`src/rtl/msg_counter_bank_if.sv`:
```
// Bus bundle for msg_counter_bank: increment, force, freshness check, read and overflow status.
// The master drives the requests; the slave (the counter bank) returns results.
interface msg_counter_bank_if #(
  parameter int CNTR_WIDTH = 32,
  parameter int NUM_CH     = 4,
  parameter int CH_W       = 2
);
  logic                  inc_en;
  logic [CH_W-1:0]       inc_ch;
  logic                  force_en;
  logic [CH_W-1:0]       force_ch;
  logic [CNTR_WIDTH-1:0] force_value;
  logic                  chk_valid;
  logic [CH_W-1:0]       chk_ch;
  logic [CNTR_WIDTH-1:0] chk_value;
  logic                  chk_done;
  logic                  chk_accept;
  logic [CH_W-1:0]       rd_ch;
  logic [CNTR_WIDTH-1:0] rd_value;
  logic [NUM_CH-1:0]     ovf;

  modport master (
    output inc_en, inc_ch, force_en, force_ch, force_value,
           chk_valid, chk_ch, chk_value, rd_ch,
    input  chk_done, chk_accept, rd_value, ovf
  );

  modport slave (
    input  inc_en, inc_ch, force_en, force_ch, force_value,
           chk_valid, chk_ch, chk_value, rd_ch,
    output chk_done, chk_accept, rd_value, ovf
  );
endinterface

```
`src/rtl/msg_counter_bank.sv`:
```
// Replay-protection counter bank: per-channel increment, force load and one-cycle freshness check.
// Optional exhaustion lock enabled by defining MSG_CNTR_LOCK_EN.
module msg_counter_bank #(
  parameter int CNTR_WIDTH = 32,
  parameter int NUM_CH     = 4,
  parameter bit SATURATE   = 1'b0
) (
  input  logic              clk,
  input  logic              reset,
  msg_counter_bank_if.slave bus
);
  localparam int CH_W = (NUM_CH > 1) ? $clog2(NUM_CH) : 1;

  typedef logic [CNTR_WIDTH-1:0] cnt_t;
  localparam cnt_t CNT_MAX = '1;

  function automatic logic in_range(input logic [CH_W-1:0] ch);
    return 32'(ch) < 32'(NUM_CH);
  endfunction

  // MSB of the result is the overflow indication.
  function automatic logic [CNTR_WIDTH:0] inc_next(input cnt_t c);
    if (c == CNT_MAX)
      return {1'b1, (SATURATE ? CNT_MAX : cnt_t'(0))};
    return {1'b0, c + cnt_t'(1)};
  endfunction

  cnt_t                cnt [NUM_CH];
  logic [CNTR_WIDTH:0] inc_res [NUM_CH];
  logic [NUM_CH-1:0]   ovf_q;
  logic [NUM_CH-1:0]   lock;
  logic [NUM_CH-1:0]   force_hit;
  logic [NUM_CH-1:0]   commit_hit;
  logic [NUM_CH-1:0]   inc_hit;
  logic                chk_acc;
  cnt_t                cnt_chk;
  cnt_t                rd_sel;
  logic                chk_done_p1;
  logic                chk_accept_p1;
  cnt_t                rd_value_p1;

`ifdef MSG_CNTR_LOCK_EN
  assign lock = ovf_q;
`else
  assign lock = '0;
`endif

  always_comb begin
    force_hit  = '0;
    commit_hit = '0;
    inc_hit    = '0;
    cnt_chk    = in_range(bus.chk_ch) ? cnt[bus.chk_ch] : '0;
    rd_sel     = in_range(bus.rd_ch)  ? cnt[bus.rd_ch]  : '0;
    // A force on the checked channel wins and voids the check.
    chk_acc    = bus.chk_valid && in_range(bus.chk_ch) && !lock[bus.chk_ch] &&
                 !(bus.force_en && (bus.force_ch == bus.chk_ch)) &&
                 (bus.chk_value > cnt_chk);
    for (int i = 0; i < NUM_CH; i++) begin
      force_hit[i]  = bus.force_en && (bus.force_ch == CH_W'(i));
      commit_hit[i] = chk_acc && (bus.chk_ch == CH_W'(i));
      inc_hit[i]    = bus.inc_en && (bus.inc_ch == CH_W'(i)) && !lock[i];
      inc_res[i]    = inc_next(cnt[i]);
    end
  end

  // Stage p1: counter update and registered check/read results.
  always_ff @(posedge clk) begin
    if (reset) begin
      for (int i = 0; i < NUM_CH; i++) cnt[i] <= '0;
      ovf_q         <= '0;
      chk_done_p1   <= 1'b0;
      chk_accept_p1 <= 1'b0;
      rd_value_p1   <= '0;
    end else begin
      chk_done_p1   <= bus.chk_valid;
      chk_accept_p1 <= chk_acc;
      rd_value_p1   <= rd_sel;
      for (int i = 0; i < NUM_CH; i++) begin
        if (force_hit[i]) begin
          cnt[i]   <= bus.force_value;
          ovf_q[i] <= 1'b0;
        end else if (commit_hit[i]) begin
          cnt[i]   <= bus.chk_value;
        end else if (inc_hit[i]) begin
          cnt[i]   <= inc_res[i][CNTR_WIDTH-1:0];
          ovf_q[i] <= ovf_q[i] | inc_res[i][CNTR_WIDTH];
        end
      end
    end
  end

  // A result still pending when reset rises is suppressed before it can be seen.
  assign bus.chk_done   = chk_done_p1 & ~reset;
  assign bus.chk_accept = chk_accept_p1 & ~reset;
  assign bus.rd_value   = rd_value_p1;
  assign bus.ovf        = ovf_q;
endmodule

```
`src/flat_wrapper.sv`:
```
// flat-port wrapper written by rule: the top's interface ports become plain ports
module msg_counter_bank_flat 
#(
  parameter int CNTR_WIDTH = 32,
  parameter int NUM_CH     = 4,
  parameter bit SATURATE   = 1'b0
)
  (clk, reset, bus_inc_en, bus_inc_ch, bus_force_en, bus_force_ch, bus_force_value, bus_chk_valid, bus_chk_ch, bus_chk_value, bus_rd_ch, bus_chk_done, bus_chk_accept, bus_rd_value, bus_ovf);
  msg_counter_bank_if #(.CNTR_WIDTH(CNTR_WIDTH), .NUM_CH(NUM_CH), .CH_W(2)) bus_i ();
  input  logic clk;
  input  logic reset;
  input wire logic [$bits(bus_i.inc_en)-1:0] bus_inc_en;
  input wire logic [$bits(bus_i.inc_ch)-1:0] bus_inc_ch;
  input wire logic [$bits(bus_i.force_en)-1:0] bus_force_en;
  input wire logic [$bits(bus_i.force_ch)-1:0] bus_force_ch;
  input wire logic [$bits(bus_i.force_value)-1:0] bus_force_value;
  input wire logic [$bits(bus_i.chk_valid)-1:0] bus_chk_valid;
  input wire logic [$bits(bus_i.chk_ch)-1:0] bus_chk_ch;
  input wire logic [$bits(bus_i.chk_value)-1:0] bus_chk_value;
  input wire logic [$bits(bus_i.rd_ch)-1:0] bus_rd_ch;
  output wire logic [$bits(bus_i.chk_done)-1:0] bus_chk_done;
  output wire logic [$bits(bus_i.chk_accept)-1:0] bus_chk_accept;
  output wire logic [$bits(bus_i.rd_value)-1:0] bus_rd_value;
  output wire logic [$bits(bus_i.ovf)-1:0] bus_ovf;
  assign bus_i.inc_en = bus_inc_en;
  assign bus_i.inc_ch = bus_inc_ch;
  assign bus_i.force_en = bus_force_en;
  assign bus_i.force_ch = bus_force_ch;
  assign bus_i.force_value = bus_force_value;
  assign bus_i.chk_valid = bus_chk_valid;
  assign bus_i.chk_ch = bus_chk_ch;
  assign bus_i.chk_value = bus_chk_value;
  assign bus_i.rd_ch = bus_rd_ch;
  assign bus_chk_done = bus_i.chk_done;
  assign bus_chk_accept = bus_i.chk_accept;
  assign bus_rd_value = bus_i.rd_value;
  assign bus_ovf = bus_i.ovf;
  msg_counter_bank #(.CNTR_WIDTH(CNTR_WIDTH), .NUM_CH(NUM_CH), .SATURATE(SATURATE)) u_core (.clk(clk), .reset(reset), .bus(bus_i));
endmodule
```
`config.mk`:
```
export PLATFORM = sky130hd
export DESIGN_NAME = msg_counter_bank_flat
export DESIGN_NICKNAME = d
export VERILOG_FILES = /design/src/rtl/msg_counter_bank_if.sv /design/src/rtl/msg_counter_bank.sv /design/src/flat_wrapper.sv
export SDC_FILE = /design/constraint.sdc
export NUM_CORES = 1
export LEC_CHECK = 0
export ABC_AREA = 1
export CORE_MARGIN = 2
export CORE_UTILIZATION = 50
export DETAILED_ROUTE_END_ITERATION = 6
export PLACE_DENSITY = 0.71
export SETUP_SLACK_MARGIN = 0.3
export SYNTH_ARGS = -nofsm -noshare
export SYNTH_HDL_FRONTEND = slang
export SYNTH_SLANG_ARGS = --single-unit
```
`constraint.sdc`:
```
create_clock -name clk -period 12.1 [get_ports clk]
set_input_delay 2.42 -clock clk [delete_from_list [all_inputs] [get_ports clk]]
set_output_delay 2.42 -clock clk [all_outputs]
set_load 0.005 [all_outputs]
```
==> results of run 1 <==
## state kept, by name, summed over array words and instances (netlist names)
name / flops
u_core.cnt: 128
u_core.bus.rd_value: 32
u_core.bus.ovf: 4
u_core.chk_accept_p1: 1
u_core.chk_done_p1: 1
## where the power goes
group	total (µW)	internal, µW	leakage (µW)	switching (µW)
Sequential	725	664	0.00168	60.4
Combinational	363	123	0.00440	240
Clock	577	309	0.000287	267
## routing by layer
layer | up-vias | part of all wire [%]
li1 | 7030 | -
met4 | 0 | 8.7
met3 | 267 | 11
met1 | 7230 | 37
met2 | 1158 | 44
met5 | - | 0
## critical path: cells and delay by family
family	cells	cell delay (ns)
adder cells (fa/ha/maj)	1	0.32
AND/OR/NAND/NOR	10	1.71
AO/OA/AOI/OAI	2	0.31
buffers and inverters	8	2.44
## area by class of cell
cell class | count | area [µm²] | area share, %
Clock buffer | 17 | 425 | 2.68
Clock inverter | 15 | 166 | 1.05
Inverter | 256 | 963 | 6.08
Multi-Input combinational cell | 1538 | 7950 | 50.1
Sequential cell | 166 | 4600 | 29.0
Tap cell | 378 | 473 | 2.98
Timing Repair Buffer | 133 | 1270 | 8.03
## kinds of logic (layout without fill, tap and decap cells)
kind of cell               Yosys count  in the layout  share of synthesized area (%)
and+or+nand+nor                   1119           1119                           36.1
AOI/OAI and AO/OA                  311            311                           13.2
xor gates and xnor gates            72             72                           4.53
adders and majority gates           36             36                           3.24
buffers and inverters              339            421                           9.86
DFF                                166            166                           33.1
## stage by stage
stage	utilization (%)	worst slack, ns
2_1_floorplan	-	5.89
3_3_place_gp	55.3	4.86
3_5_place_dp	55.3	4.76
4_1_cts	57.4	5.19
5_1_grt	57.4	4.66
6_report	57.4	5.02
## cell usage in the layout (no fill, tap or decap), types with 7 or more instances in the layout
cell / Yosys / layout
a21oi_1: 111 / 111
a221oi_1: 30 / 30
a22oi_1: 19 / 19
buf_4: 2 / 19
clkbuf_16: 0 / 17
clkdlybuf4s50_1: 0 / 112
dfxtp_1: 38 / 38
edfxtp_1: 128 / 128
ha_1: 36 / 36
inv_1: 242 / 241
inv_2: 10 / 11
nand2_1: 430 / 430
nand2_2: 17 / 17
nand3_1: 196 / 196
nand3_2: 7 / 7
nand4_1: 45 / 45
nor2_1: 284 / 282
nor2_2: 29 / 31
nor3_1: 66 / 66
nor4_1: 20 / 20
o211ai_1: 22 / 22
o21ai_0: 83 / 83
o22ai_1: 32 / 32
xor2_1: 67 / 67
## worst max path at each step
stage / startpoint / end / depth (start not counted)
5_1_grt: bus_chk_ch[1] / u_core.cnt[2][18] / 21
3_5_place_dp: bus_chk_ch[1] / u_core.cnt[2][5] / 21
6_report: bus_chk_ch[1] / u_core.cnt[2][11] / 21
3_3_place_gp: bus_chk_ch[1] / u_core.cnt[2][0] / 21
4_1_cts: bus_chk_ch[1] / u_core.cnt[2][11] / 21
2_1_floorplan: bus_chk_ch[0] / u_core.cnt[3][0] / 11
==> impl_metrics.sql, run 1 <==
INSERT INTO impl_metrics (metric_group, metric, value, unit) VALUES
('status', 'outcome', 'completed', ''),
('global_routing', 'groute.usage.overall', '42.5', '%'),
('worst_hold_path', 'hold-path-endpoint', 'u_core.bus.ovf[2]', ''),
('logic_synthesis', 'yosysSeqAreaShare', '33.1', '%'),
('timing', 'final-setup-viol-count', '0', ''),
('cts', 'htreeDepth', '4', ''),
('finish', 'final_cell_count_no_fill', '2503', ''),
('detailed_routing', 'drt-vias-per-instance', '6.27', ''),
('global_routing', 'met3_usage', '7.96', '%'),
('logic_synthesis', 'yosys_synthesis_warning_count', '0', ''),
('timing', 'worst_slew_pin_slew', '1.17', 'ns'),
('place', 'numPlacedInstances', '2471', ''),
('logic_synthesis', 'netlist_top_cells_count', 'nand2_1, nor2_1, inv_1', ''),
('finish', 'num-nets-final', '2225', ''),
('logic_synthesis', 'post_synth_main_area_contributors', 'edfxtp_1, nand2_1, nor2_1, nand3_1, inv_1', ''),
('logic_synthesis', 'synth_enable_flop_cells', '128', ''),
('detailed_routing', 'drcViolationCount', '0', ''),
('finish', 'fillers', '2745', ''),
('floorplan', 'die_h', '171', 'µm'),
('place', 'port_buffers', '114', ''),
('worst_setup_path', 'setup.worst_path.class', 'in2reg', ''),
('worst_hold_path', 'worstHoldPathCells', '2', ''),
('worst_setup_path', 'timing.critical_path.slowest_cell_delay', '0.58', 'ns'),
('global_routing', 'number_of_antenna_violations_at_the_first_check_in_global_routing', '0', ''),
('global_routing', 'pin_count_of_the_biggest_net_entering_global_routing', '69', ''),
('cts', 'tritoncts_clock_tree', 'done', ''),
('cts', 'numCtsBuffers', '17', ''),
('place', 'dpl.hpwl', '47.9', 'mm'),
('timing', 'timing.max_slew.rel_slack', '21.6', '%'),
('timing', 'timing.final.max_slew_violations', '0', ''),
('detailed_routing', 'route.detailed.wl_per_inst', '24.7', 'µm'),
('place', 'gpl.final_weighted_congestion', '1.03', ''),
('pwr', 'finalPower', '1660', 'µW'),
('logic_synthesis', 'asyncSetResetFlopFracSynth', '0', '%'),
('floorplan', 'row_cnt', '61', ''),
('global_routing', 'gr-max-usage-layer', 'met2', ''),
('timing', 'layout_worst_path_cycle_share', '58.5', '%'),
('timing', 'rsz_0062_raised_after_global_routing', 'no', ''),
('timing', 'fin_worst_skew', '0.0156', 'ns'),
('cts', 'post_cts.repair.setup_buffers', '0', ''),
('worst_setup_path', 'reg2regPathDepth', '17', ''),
('logic_synthesis', 'synth_top_area_share', '27.6', '%'),
('detailed_routing', 'drt_wl_total', '61.7', 'mm'),
('detailed_routing', 'detail_route.iter0.violations', '2376', ''),
('logic_synthesis', 'post_synthesis_sequential_element_count', '166', ''),
('cts', 'cts_hold_buf', '0', ''),
('floorplan', 'floorplan.core_area', '27600', 'µm²'),
('worst_setup_path', 'critPathCaptureType', 'register', ''),
('worst_setup_path', 'series_of_cell_instances_along_the_critical_path', 'clkdlybuf4s50_1, inv_1, nor2_1, buf_4, inv_1, o22ai_1, a221oi_1, ha_1, nand2_1, nor2_1, nand4_1, nor3_1, nand2_1, nand2_2, inv_4, nand4_2, buf_4, nand3_2, inv_2, nand2_1, buf_4', ''),
('worst_setup_path', 'r2r-end', 'u_core.cnt[2][11]', ''),
('timing', 'timing.fmax', '141', 'MHz'),
('logic_synthesis', 'synth.avg_cell_area', '6.82', 'µm²'),
('logic_synthesis', 'ys_dominant_reg_cell', 'edfxtp_1', ''),
('floorplan', 'num_io_pins', '115', ''),
('detailed_routing', 'detail_route.first_pass.iterations', '6', ''),
('floorplan', 'die_x', '171', 'µm'),
('global_routing', 'vias_in_the_first_global_route', '14600', ''),
('finish', 'post-route-cell-area', '15900', 'µm²'),
('timing', 'period_minus_slack', '7.08', 'ns'),
('global_routing', 'global_route.usage.met2', '67.1', '%'),
('global_routing', 'groute.layer.met1.usage', '52.2', '%'),
('detailed_routing', 'vias', '15700', ''),
('flow_run', 'maxCapViolations', '0', ''),
('global_routing', 'grt_overflow', '0', ''),
('finish', 'area.growth.synth_to_final', '13.9', '%'),
('cts', 'cts_max_path_buffers', '2', ''),
('logic_synthesis', 'synth_cell_types', '48', ''),
('worst_hold_path', 'worstHoldStart', 'u_core.bus.ovf[2]', ''),
('logic_synthesis', 'post-synth-top-area-cell', 'edfxtp_1', ''),
('worst_hold_path', 'worst_hold_path_type', 'reg2reg', ''),
('pwr', 'power_leakage', '0.00636', 'µW');
Power figures use the tool's default switching activity.
==> run 2, diff against run 1 <==
==> constraint.sdc (replaced) <==
create_clock -name clk -period 7.01 [get_ports clk]
set_input_delay 1.402 -clock clk [delete_from_list [all_inputs] [get_ports clk]]
set_output_delay 1.402 -clock clk [all_outputs]
set_load 0.005 [all_outputs]
==> run 2 against run 1 <==
Against the previous run:
- setup slack lost 3.4 ns
- count of clock-buffer cells in the layout is the same
- wire length shrank 1.4%
- clock skew grew 0.0045 ns
- sequential power grew 72%
- critical path depth grew 1
- non-clock buffer count grew 8
- sequential cell count is the same
- die area is the same
- utilization grew 0.082 points
- combinational power grew 73%
- clock power grew 56%
- largest power group unchanged
- highest routed layer unchanged
==> impl_metrics.sql, run 2 (same netlist as run 1, synthesis figures left out) <==
INSERT INTO impl_metrics (metric_group, metric, value, unit) VALUES
('detailed_routing', 'vias', '15600', ''),
('floorplan', 'floorplan.core_area', '27600', 'µm²'),
('worst_setup_path', 'worstPathMaxFanout', '22', ''),
('worst_setup_path', 'worstSetupEndpoint', 'u_core.cnt[0][7]', ''),
('finish', 'num_antenna_cells', '0', ''),
('finish', 'drive_above_1_share', '6.94', '%'),
('worst_setup_path', 'r2r_start', 'u_core.cnt[2][5]', ''),
('timing', 'fin_worst_hold_slack', '0.471', 'ns'),
('worst_setup_path', 'crit_path_start', 'bus_chk_ch[1]', ''),
('floorplan', 'die_h', '171', 'µm'),
('worst_setup_path', 'setup.worst_path.class', 'in2reg', ''),
('cts', 'post_cts.repair.setup_buffers', '0', ''),
('global_routing', 'vias_in_the_first_global_route', '14200', ''),
('worst_setup_path', 'critPathCaptureType', 'register', ''),
('floorplan', 'starting_utilization_of_the_core_area', '50.4', '%'),
('finish', 'num-nets-final', '2233', ''),
('worst_setup_path', 'timing.critical_path.mode_cell', 'nand2_1', ''),
('worst_setup_path', 'crit_path_launch_type', 'input pin', ''),
('global_routing', 'groute.usage.overall', '41.9', '%'),
('cts', 'clock_sink_count', '166', ''),
('status', 'outcome', 'completed', ''),
('worst_setup_path', 'arrival', '5.58', 'ns'),
('worst_setup_path', 'slowest_cell_on_crit_path', 'clkdlybuf4s50_1', ''),
('pwr', 'vdd_ir_drop_max', '0.123', 'mV'),
('detailed_routing', 'postRouteAntennaNets', '0', ''),
('worst_setup_path', 'reg2reg_setup_slack', '3.18', 'ns'),
('pwr', 'cellPowerDensity', '175', 'nW/µm²'),
('finish', 'commonest_cells_after_routing_fill_and_taps_aside', 'nand2_1, nor2_1, inv_1', ''),
('finish', 'fillers', '2691', ''),
('worst_hold_path', 'worstHoldPathCells', '2', ''),
('place', 'dpl.hpwl', '47.8', 'mm'),
('finish', 'area.growth.synth_to_final', '14.1', '%'),
('global_routing', 'grt_overflow', '0', ''),
('timing', 'fin_worst_skew', '0.0201', 'ns'),
('cts', 'clk_latency', '0.46', 'ns'),
('timing', 'layout_worst_path_cycle_share', '76.7', '%'),
('pwr', 'finalPower', '2780', 'µW'),
('timing', 'finalSetupTns', '0', 'ns'),
('cts', 'numCtsBuffers', '17', ''),
('detailed_routing', 'drt_wl_total', '60.8', 'mm'),
('global_routing', 'number_of_antenna_violations_at_the_first_check_in_global_routing', '0', ''),
('timing', 'timing.max_slew.rel_slack', '27.6', '%'),
('worst_setup_path', 'cp_data_required_time', '7.21', 'ns'),
('cts', 'htreeDepth', '4', ''),
('place', 'gpl.final_weighted_congestion', '1.07', ''),
('finish', 'multiInputGateArea', '7950', 'µm²'),
('timing', 'report.final.hold_viol_count', '0', ''),
('cts', 'post_cts.resized_instances', '0', ''),
('finish', 'largest_register_ffs', '128', ''),
('cts', 'tritoncts_clock_tree', 'done', ''),
('detailed_routing', 'detail_route.first_pass.iterations', '6', ''),
('worst_setup_path', 'reg2regPathDepth', '17', ''),
('cts', 'clk_pin_slew', '0.07', 'ns'),
('floorplan', 'total_die_area', '29200', 'µm²'),
('finish', 'layout_commonest_cell', 'nand2_1', ''),
('pwr', 'power_leakage', '0.00637', 'µW'),
('floorplan', 'die_x', '171', 'µm'),
('timing', 'timing.fmax', '186', 'MHz'),
('floorplan', 'row_cnt', '61', ''),
('detailed_routing', 'detail_route.iter0.violations', '2279', ''),
('timing', 'timing.final.max_slew_violations', '0', ''),
('place', 'port_buffers', '114', ''),
('worst_setup_path', 'timing.critical_path.slowest_cell_delay', '0.51', 'ns'),
('worst_hold_path', 'worst_hold_path_type', 'reg2reg', ''),
('worst_setup_path', 'series_of_cell_instances_along_the_critical_path', 'clkdlybuf4s50_1, inv_1, nor2_1, inv_1, buf_4, o22ai_1, a221oi_1, ha_1, nand2_1, nand2_1, nand2_1, a21oi_1, nor2_1, nand2_1, nand2_2, nand2_4, nand3_4, nand2_2, nand3_2, inv_2, nand2_1, buf_12', ''),
('detailed_routing', 'drcViolationCount', '0', ''),
('timing', 'worst_slew_pin_slew', '1.08', 'ns'),
('worst_setup_path', 'r2r-end', 'u_core.cnt[0][7]', ''),
('detailed_routing', 'route.detailed.wl_per_inst', '24.2', 'µm'),
('global_routing', 'pin_count_of_the_biggest_net_entering_global_routing', '69', ''),
('cts', 'clock_root_cell', 'clkbuf_16', ''),
('flow_run', 'maxCapViolations', '0', ''),
('finish', 'seqCellArea', '4600', 'µm²'),
('global_routing', 'grt_pass1_wl', '89.1', 'mm'),
('floorplan', 'num_io_pins', '115', ''),
('timing', 'final-setup-viol-count', '0', ''),
('cts', 'cts_max_path_buffers', '2', ''),
('finish', 'max_flop_register', 'u_core.cnt', ''),
('detailed_routing', 'drt-vias-per-instance', '6.21', ''),
('timing', 'period_minus_slack', '5.38', 'ns'),
('cts', 'cts_hold_buf', '0', ''),
('timing', 'rsz_0062_raised_after_global_routing', 'no', '');
==> run 2: worst min-delay path by stage <==
stage | from | to
after global routing | u_core.bus.ovf[0] | u_core.bus.ovf[0]
after detailed placement | u_core.bus.ovf[1] | u_core.bus.ovf[1]
after CTS | u_core.bus.ovf[1] | u_core.bus.ovf[1]
final | u_core.bus.ovf[1] | u_core.bus.ovf[1]
after floorplan | u_core.bus.ovf[0] | u_core.bus.ovf[0]
after global placement | u_core.bus.ovf[1] | u_core.bus.ovf[1]
==> run 2: cell type report <==
cell class / count / area share [%]
inverter: 256 / 6.07
tap: 378 / 2.98
sequential: 166 / 29.0
timing repair buffer: 141 / 8.56
multi-input combinational: 1538 / 50.1
clock inverter: 15 / 0.654
clock buffer: 17 / 2.68
==> run 2: stage by stage <==
stage,instances,instance area (µm²),setup WS (ns),utilization [%]
finish,2511,15900,1.63,57.5
global route,2511,15900,1.30,57.5
CTS,2511,15900,1.70,57.5
detailed placement,2479,15400,1.26,55.6
global placement,2479,15400,1.35,55.6
floorplan,2043,13900,1.82,-
==> run 2: critical path: cells and delay by family <==
| family | cells | cell delay, ns |
|---|---|---|
| adders and majority gates | 1 | 0.20 |
| and+or+nand+nor | 12 | 1.51 |
| AOI/OAI and AO/OA | 3 | 0.47 |
| buffers and inverters | 6 | 1.99 |
==> run 2: routing by layer <==
metal / global-route usage (%) / vias up / share of wire, %
li1: - / 7053 / -
met1: 52.0 / 7252 / 38
met2: 65.5 / 1041 / 44
met3: 7.10 / 249 / 9.7
met4: 31.5 / 0 / 9.1
met5: 0 / - / 0
==> run 2: power breakdown <==
part           total (µW)  internal [µW]  switching (µW)
logic                 627            217             410
clock network         900            453             446
registers            1250           1150             104
==> run 3, diff against run 2 <==
==> constraint.sdc (replaced) <==
create_clock -name clk -period 5.4 [get_ports clk]
set_input_delay 1.08 -clock clk [delete_from_list [all_inputs] [get_ports clk]]
set_output_delay 1.08 -clock clk [all_outputs]
set_load 0.005 [all_outputs]
==> run 3 against run 2 <==
Against the previous run:
- the flow now finishes with violations (DRC)
- count of clock-buffer cells in the layout grew 5
- worst hold slack gained 0.0096 ns
- utilization grew 0.21 points
- sequential share of layout area shrank 0.11 points
- sequential cell count is the same
- largest power group unchanged
==> impl_metrics.sql, run 3 (same netlist as run 1, synthesis figures left out) <==
INSERT INTO impl_metrics (metric_group, metric, value, unit) VALUES
('pwr', 'vdd_ir_drop_max', '0.232', 'mV'),
('finish', 'layout_commonest_cell', 'nand2_1', ''),
('timing', 'timing.max_slew.rel_slack', '23.0', '%'),
('worst_setup_path', 'r2r_start', 'u_core.cnt[2][4]', ''),
('status', 'outcome', 'finished with violations', ''),
('worst_setup_path', 'arrival', '5.08', 'ns'),
('floorplan', 'floorplan.core_area', '27600', 'µm²'),
('timing', 'worst_slew_pin_slew', '1.15', 'ns'),
('worst_setup_path', 'reg2reg_setup_slack', '1.73', 'ns'),
('finish', 'num-nets-final', '2235', ''),
('global_routing', 'number_of_antenna_violations_at_the_first_check_in_global_routing', '0', ''),
('timing', 'timing.final.max_slew_violations', '0', ''),
('cts', 'clock_sink_count', '166', ''),
('flow_run', 'maxCapViolations', '0', ''),
('detailed_routing', 'drt-vias-per-instance', '6.20', ''),
('worst_hold_path', 'hold-path-endpoint', 'u_core.bus.ovf[1]', ''),
('detailed_routing', 'vias', '15600', ''),
('worst_setup_path', 'slowest_cell_on_crit_path', 'nor2_4', ''),
('global_routing', 'grt_overflow', '0', ''),
('pwr', 'p_clk_share', '33.6', '%'),
('finish', 'area.growth.synth_to_final', '14.5', '%'),
('pwr', 'power.share.sequential', '44.2', '%'),
('global_routing', 'grt_pass1_wl', '88.9', 'mm'),
('worst_setup_path', 'r2r-end', 'u_core.cnt[0][6]', ''),
('timing', 'layout_worst_path_cycle_share', '88.3', '%'),
('pwr', 'netSwitchingPower', '1220', 'µW'),
('finish', 'commonest_cells_after_routing_fill_and_taps_aside', 'nand2_1, nor2_1, inv_1', ''),
('detailed_routing', 'detail_route.iter0.violations', '2261', ''),
('place', 'gpl.final_weighted_congestion', '1.04', ''),
('finish', 'finish.utilization', '57.7', '%'),
('timing', 'report.final.hold_viol_count', '0', ''),
('cts', 'clock_root_cell', 'clkbuf_16', ''),
('cts', 'post_cts.resized_instances', '0', ''),
('finish', 'drive_above_1_share', '6.89', '%'),
('detailed_routing', 'route.detailed.wl_per_inst', '24.2', 'µm'),
('finish', 'largest_register_ffs', '128', ''),
('timing', 'timing.final.ws_setup', '0.631', 'ns'),
('place', 'port_buffers', '114', ''),
('timing', 'finalSetupTns', '0', 'ns'),
('global_routing', 'vias_in_the_first_global_route', '14100', ''),
('place', 'dpl.hpwl', '47.5', 'mm'),
('detailed_routing', 'top_signal_layer_used', 'met4', ''),
('worst_setup_path', 'critPathCaptureType', 'register', ''),
('timing', 'rsz_0062_raised_after_global_routing', 'no', ''),
('floorplan', 'num_io_pins', '115', ''),
('pwr', 'cellPowerDensity', '231', 'nW/µm²'),
('detailed_routing', 'met2RoutedLength', '26.8', 'mm'),
('pwr', 'finalPower', '3680', 'µW'),
('status', 'violated_checks', 'DRC', ''),
('detailed_routing', 'drcViolationCount', '1', ''),
('worst_hold_path', 'worstHoldStart', 'u_core.bus.ovf[1]', ''),
('worst_hold_path', 'worst_hold_path_type', 'reg2reg', ''),
('cts', 'cts_hold_buf', '0', ''),
('timing', 'final-setup-viol-count', '0', ''),
('cts', 'numCtsBuffers', '17', ''),
('detailed_routing', 'wl_met3', '6.10', 'mm'),
('worst_setup_path', 'cp_data_required_time', '5.71', 'ns'),
('pwr', 'power.share.combinational', '22.2', '%'),
('cts', 'clk_pin_slew', '0.07', 'ns'),
('worst_setup_path', 'reg2regPathDepth', '17', ''),
('detailed_routing', 'detail_route.first_pass.iterations', '7', ''),
('timing', 'timing.fmax', '210', 'MHz'),
('worst_setup_path', 'crit_path_launch_type', 'input pin', ''),
('floorplan', 'die_x', '171', 'µm'),
('pwr', 'power_leakage', '0.00641', 'µW'),
('cts', 'post_cts.repair.setup_buffers', '0', ''),
('detailed_routing', 'met1Wirelength', '22.8', 'mm'),
('finish', 'max_flop_register', 'u_core.cnt', ''),
('floorplan', 'total_die_area', '29200', 'µm²'),
('global_routing', 'groute.usage.overall', '41.9', '%'),
('pwr', 'sw_frac_of_total', '33.1', '%'),
('cts', 'cts_max_path_buffers', '2', ''),
('cts', 'htreeDepth', '4', ''),
('floorplan', 'die_h', '171', 'µm'),
('cts', 'clk_latency', '0.46', 'ns'),
('worst_setup_path', 'timing.critical_path.slowest_cell_delay', '0.67', 'ns'),
('detailed_routing', 'drt_wl_total', '60.9', 'mm'),
('cts', 'tritoncts_clock_tree', 'done', ''),
('floorplan', 'row_cnt', '61', ''),
('finish', 'final_cell_count_no_fill', '2513', ''),
('pwr', 'cellInternalPower', '2460', 'µW'),
('worst_setup_path', 'worstPathMaxFanout', '25', ''),
('place', 'numPlacedInstances', '2481', ''),
('detailed_routing', 'postRouteAntennaNets', '0', ''),
('worst_setup_path', 'series_of_cell_instances_along_the_critical_path', 'clkdlybuf4s50_1, inv_1, nor2_1, inv_1, buf_4, o21ai_0, a221oi_1, ha_1, nand2_1, nor2_1, nand3_1, nor3_2, nand2_2, nand2_4, nand3_4, nand2_2, nor2_2, nor2_4, nand2_1, nor2_1', ''),
('global_routing', 'pin_count_of_the_biggest_net_entering_global_routing', '69', ''),
('worst_hold_path', 'worstHoldPathCells', '2', ''),
('worst_setup_path', 'timing.critical_path.mode_cell', 'nor2_1', ''),
('worst_setup_path', 'setup.worst_path.class', 'in2reg', ''),
('floorplan', 'starting_utilization_of_the_core_area', '50.4', '%'),
('timing', 'fin_worst_skew', '0.0127', 'ns'),
('finish', 'num_antenna_cells', '0', ''),
('place', 'place_ws', '0.312', 'ns'),
('timing', 'period_minus_slack', '4.77', 'ns');
==> run 3: cell type report <==
| cell class | count | area, µm² |
|---|---|---|
| clock buffer | 22 | 454 |
| fill | 2761 | 11700 |
| inverter | 256 | 963 |
| timing repair buffer | 143 | 1390 |
| tap | 378 | 473 |
| multi-input combinational | 1538 | 7950 |
| sequential | 166 | 4600 |
| clock inverter | 10 | 106 |
==> run 3: worst max-delay path: cells and delay by family <==
family	cells	cell delay (ns)
buffers and inverters	4	1.00
adder cells (fa/ha/maj)	1	0.32
AND/OR/NAND/NOR	13	2.37
AO/OA/AOI/OAI	2	0.27
==> run 3: per-layer routing <==
metal / GRT usage (%) / vias up
li1: - / 7047
met1: 52.4 / 7221
met2: 65.6 / 1083
met3: 7.17 / 238
met4: 29.6 / 0
met5: 0 / -
==> run 3: how the worst max path moves through the flow <==
stage                  startpoint                end  slack (ns)  cells past startpoint
detailed placement  bus_chk_ch[1]  u_core.cnt[1][18]        0.31                     20
finish              bus_chk_ch[1]  u_core.cnt[1][18]        0.63                     20
global placement    bus_chk_ch[1]   u_core.cnt[0][2]        0.40                     21
global route        bus_chk_ch[1]   u_core.cnt[1][3]        0.34                     20
CTS                 bus_chk_ch[1]   u_core.cnt[1][4]        0.77                     20
floorplan           bus_chk_ch[0]   u_core.cnt[3][0]        0.53                     11
==> run 3: per-stage QoR <==
step           cell area, µm²  hold WS, ns
6_report                15900        0.480
5_1_grt                 15900        0.519
4_1_cts                 15900        0.480
3_5_place_dp            15400        0.470
3_3_place_gp            15400        0.464
2_1_floorplan           13900        0.463
==> run 3: power groups by stage <==
stage	Clock, µW	Combinational (µW)	Sequential, µW
finish	1240	817	1620
global route	1280	888	1630
CTS	1230	801	1620
detailed placement	0	796	1640
global placement	0	788	1650
floorplan	0	480	1590
